**config.mk**
```make
export PLATFORM = sky130hd
export DESIGN_NAME = regfile_dump_ctrl
export DESIGN_NICKNAME = d
export VERILOG_FILES = /design/src/rtl/regfile_dump_ctrl.sv
export SDC_FILE = /design/constraint.sdc
export NUM_CORES = 1
export LEC_CHECK = 0
export CAP_MARGIN = 5
export CORE_MARGIN = 1.5
export CORE_UTILIZATION = 38
export DETAILED_ROUTE_END_ITERATION = 10
export PLACE_DENSITY = 0.77
export SKIP_CTS_REPAIR_TIMING = 1
export SLEW_MARGIN = 40
export SYNTH_ARGS = -nofsm -noshare
export SYNTH_HDL_FRONTEND = slang
export SYNTH_SLANG_ARGS = --single-unit
```
**constraint.sdc**
```tcl
create_clock -name clk -period 1.8 [get_ports clk]
set_input_delay 0.36 -clock clk [delete_from_list [all_inputs] [get_ports clk]]
set_output_delay 0.36 -clock clk [all_outputs]
set_load 0.05 [all_outputs]
```
**src/rtl/regfile_dump_ctrl.sv**
```systemverilog
// regfile_dump_ctrl: halts the core, walks x0..x(NREGS-1) through the
// register file read port and streams {index, value} beats out on a
// valid/ready port, then releases the core. Abort (explicit, or halt_ack
// falling while the core should be stalled) jumps straight to release.
module regfile_dump_ctrl #(
  parameter int XLEN  = 32,
  parameter int NREGS = 32,
  parameter int AW    = $clog2(NREGS)
) (
  input  logic            clk,
  input  logic            rst,
  input  logic            start,
  input  logic            abort,
  output logic            busy,
  output logic            done,
  output logic            aborted,
  output logic            halt_req,
  input  logic            halt_ack,
  output logic            rf_ren,
  output logic [AW-1:0]   rf_raddr,
  input  logic [XLEN-1:0] rf_rdata,
  output logic            out_valid,
  input  logic            out_ready,
  output logic [AW-1:0]   out_idx,
  output logic [XLEN-1:0] out_data
);

  localparam logic [2:0] S_IDLE      = 3'd0;
  localparam logic [2:0] S_HALT_WAIT = 3'd1;
  localparam logic [2:0] S_READ      = 3'd2;
  localparam logic [2:0] S_CAPTURE   = 3'd3;
  localparam logic [2:0] S_EMIT      = 3'd4;
  localparam logic [2:0] S_RELEASE   = 3'd5;

  localparam logic [AW-1:0] LAST_IDX = AW'(NREGS - 1);

  logic [2:0]      r_state;
  logic [2:0]      w_nstate;
  logic            w_kill;
  logic            w_accept;
  logic [AW-1:0]   r_idx;
  logic [AW-1:0]   r_out_idx;
  logic [XLEN-1:0] r_out_data;
  logic            r_done;
  logic            r_aborted;

  // Next-state decode; w_kill covers explicit abort and a lost halt_ack,
  // and overrides any forward progress in the same cycle.
  always_comb begin
    w_nstate = r_state;
    w_kill   = 1'b0;
    w_accept = 1'b0;
    case (r_state)
      S_IDLE:      if (start) w_nstate = S_HALT_WAIT;
      S_HALT_WAIT: begin
        if (abort)         w_kill   = 1'b1;
        else if (halt_ack) w_nstate = S_READ;
      end
      S_READ: begin
        if (abort || !halt_ack) w_kill   = 1'b1;
        else                    w_nstate = S_CAPTURE;
      end
      S_CAPTURE: begin
        if (abort || !halt_ack) w_kill   = 1'b1;
        else                    w_nstate = S_EMIT;
      end
      S_EMIT: begin
        if (abort || !halt_ack) w_kill = 1'b1;
        else if (out_ready) begin
          w_accept = 1'b1;
          w_nstate = (r_idx == LAST_IDX) ? S_RELEASE : S_READ;
        end
      end
      S_RELEASE:   if (!halt_ack) w_nstate = S_IDLE;
      default:     w_nstate = S_IDLE;
    endcase
    if (w_kill) w_nstate = S_RELEASE;
  end

  // State, index and beat registers; reset returns to IDLE with everything low.
  always_ff @(posedge clk or negedge rst) begin
    if (!rst) begin
      r_state    <= S_IDLE;
      r_idx      <= '0;
      r_out_idx  <= '0;
      r_out_data <= '0;
      r_done     <= 1'b0;
      r_aborted  <= 1'b0;
    end else begin
      r_state <= w_nstate;
      r_done  <= (r_state == S_RELEASE) && !halt_ack;
      if (r_state == S_IDLE && start) begin
        r_idx     <= '0;
        r_aborted <= 1'b0;
      end else if (w_kill) begin
        r_aborted <= 1'b1;
      end
      // idx saturates at the last register; RELEASE follows that beat
      if (w_accept && r_idx != LAST_IDX) r_idx <= r_idx + AW'(1);
      // read data arrives the cycle after READ, i.e. during CAPTURE
      if (r_state == S_CAPTURE && !w_kill) begin
        r_out_data <= rf_rdata;
        r_out_idx  <= r_idx;
      end
    end
  end

  // Outputs decoded from state or taken straight from registers.
  assign busy      = (r_state != S_IDLE);
  assign halt_req  = (r_state == S_HALT_WAIT) || (r_state == S_READ) ||
                     (r_state == S_CAPTURE)   || (r_state == S_EMIT);
  assign rf_ren    = (r_state == S_READ);
  assign rf_raddr  = (r_state == S_READ) ? r_idx : '0;
  assign out_valid = (r_state == S_EMIT);
  assign out_idx   = r_out_idx;
  assign out_data  = r_out_data;
  assign done      = r_done;
  assign aborted   = r_aborted;

endmodule

```
==> flow_summary_export.csv <==
group,metric,value,unit
finish,num_antenna_cells,0,
synth,synth_area_leader_cell,"dfrtp_1",
critical_path,cp_max_fo,6,
clock_tree,cts_tree,"yes",
floorplanning,fp.dieH,75.6,um
floorplanning,die_area,0.00572,mm2
clock_tree,clock-sinks,47,
timing,setup_viol,7,
timing,relSlewSlack,0.810,
global_route,antenna_found_initial,0,
finish,fillCellCount,399,
synth,synth_edf_count,0,
global_route,grt_max_degree,48,
synth,synth-main-ff-cell,"dfrtp_1",
pwr,p_leak,0.00158,uW
finish,areaGrowthSynthToFinish,61.5,%
timing,clock_skew,7.79,ps
timing,finalMaxSlewViolations,0,
finish,nets,286,
critical_path,worst_setup_path_start_kind,"register",
critical_path,reg2reg_setup_slack,10,ps
pwr,irDropWorstVdd,0.756,mV
route,first_pass_iters,4,
synth,ys_ff_latch,47,
timing,min_period,1880,ps
critical_path,required,1440,ps
synth,yosys_warnings,0,
timing,finalCritPeriodShare,1.04,
synth,synth_top_area_share,0.587,
timing,rsz0062_at_grt,"true",
global_route,grt_use_total,0.161,
global_route,grt_pass1_vias,1447,
critical_path,crit_type,"reg -> out",
placed_design,dp_hpwl,3420,um
clock_tree,clkTransAtPathRegs,80,ps
floorplanning,fp.coreArea,0.00511,mm2
synth,synth_common_cells,"dfrtp_1, mux2_2, and2_1, buf_2",
synth,syn-num-nets,182,
route,antenna_left,0,
synth,ys_seq_area_frac,0.587,
critical_path,cp.arrival,1520,ps
timing,hold_violations,0,
pwr,finalPower,5010,uW
synth,synthCells,142,
clock_tree,cts_buffers,5,
floorplanning,io_pins,86,
synth,synthArstFlopShare,1.00,
run,drv_cap,0,
clock_tree,worstSkewPairLatency,300,ps
floorplanning,rows,26,
finish,drive_gt1_frac,0.526,
run_status,outcome,"finished, violations left",
timing,max_clock_freq,533,MHz
clock_tree,cts.path.max_buffers,2,
run_status,violations,"negative setup slack",
synth,synth_area,0.00200,mm2
floorplanning,die_x,75.6,um
pwr,p_per_area,1550,mW/mm2
global_route,grt_overflow_total,0,
hold_path,hp-class,"in -> async",
clock_tree,ctsHtreeMaxLevel,2,
timing,final.setup.worst_slack,-76.0,ps
synth,postSynthAreaPerCell,14.1,um2
route,drc_errors,0,
route,wl_per_cell,14.7,um
floorplanning,initial_core_util,0.392,
route,wirelength,4650,um
route,drt-initial-drc-count,66,
synth,synth.distinct_cells,34,
placed_design,routabilityCongestion,0.752,
clock_tree,cts_root_buffer,"clkbuf_8",
global_route,grt_pass1_wl,6800,um
route,viasPerCell,4.89,
timing,whs,22.7,ps
route,vias,1549,
critical_path,cp-end-kind,"primary output",
synth,yosys.cell_count.top_type,"dfrtp_1",
synth,synth.area.top_cells,"dfrtp_1, mux2_2, and2_1",
timing,worst_pin_slew,285,ps
placed_design,io_buffers,85,
## per-layer routing
layer | global-route usage | vias to the layer above | part of all wire
met4 | 0.0635 | 0 | 0.013
met3 | 0.0516 | 5 | 0.092
met5 | 0 | - | 0
met2 | 0.257 | 70 | 0.44
li1 | - | 724 | -
met1 | 0.204 | 750 | 0.45
## state kept, by name, indices dropped and copies added, names as in the netlist
name / count
r_state: 3
out_data: 32
out_idx: 5
aborted: 1
r_idx: 5
done: 1
## worst max-delay path, cell delays in order (launching register included)
cell     delay, ps
dfrtp_1        400
buf_4          170
nor3b_4        300
and2_4         220
buf_12         130
## metrics by stage
stage	utilization	setup slack (ps)	cell area (um2)	std cells	TNS (ps)
2_1_floorplan	-	-218	2060	142	-614
3_3_place_gp	0.598	-241	3060	307	-6560
3_5_place_dp	0.598	-299	3060	307	-7180
4_1_cts	0.624	-188	3190	315	-1240
5_1_grt	0.633	-143	3230	317	-1080
6_report	0.633	-76.0	3230	317	-450
## cell type report
cell class	instances	area, um2	share of cell area
multi-input cells	85	853	0.264
flip-flops and latches	47	1180	0.364
repair buffers	104	972	0.301
clock inverters	2	60.1	0.0186
clock buffers	6	72.6	0.0224
inverters	3	11.3	0.00348
well taps	70	87.6	0.0271
## kinds of logic after synthesis
logic type | count (synthesis) | synth area share
fa+ha+maj | 2 | 0.0125
mux | 40 | 0.224
compound gates | 17 | 0.0712
simple gates | 26 | 0.0837
flops | 47 | 0.587
buf+inv | 10 | 0.0212
## cells in the final DEF, fill, tap and decap left out, types with 2 or more instances in the layout
master / netlist / routed
buf_4: 0 / 58
dfrtp_1: 47 / 46
mux2_2: 39 / 39
clkdlybuf4s50_1: 0 / 36
buf_12: 0 / 8
and2_4: 0 / 5
clkbuf_8: 0 / 5
inv_1: 3 / 3
o21ai_0: 3 / 3
nor2b_1: 3 / 3
and2_1: 7 / 2
nand2_1: 2 / 2
a22o_1: 2 / 2
a221o_1: 2 / 2
bufinv_16: 0 / 2
## final timing paths
path	from	end	cells after the start
min in group clk	out_data[26]	out_data[26]	1
min reg2reg	out_data[26]	out_data[26]	1
max	r_state[0]	rf_raddr[0]	4
max in group asynchronous	rst	out_data[28]	2
min	rst	out_data[24]	2
max reg2reg	r_idx[1]	r_idx[3]	7
## power breakdown
part,switching [uW],leakage [uW],total (uW),internal (uW)
Clock,341,0.0000654,896,555
Combinational,1600,0.000893,2560,964
Sequential,182,0.000622,1550,1370
Power figures use the tool's default switching activity.
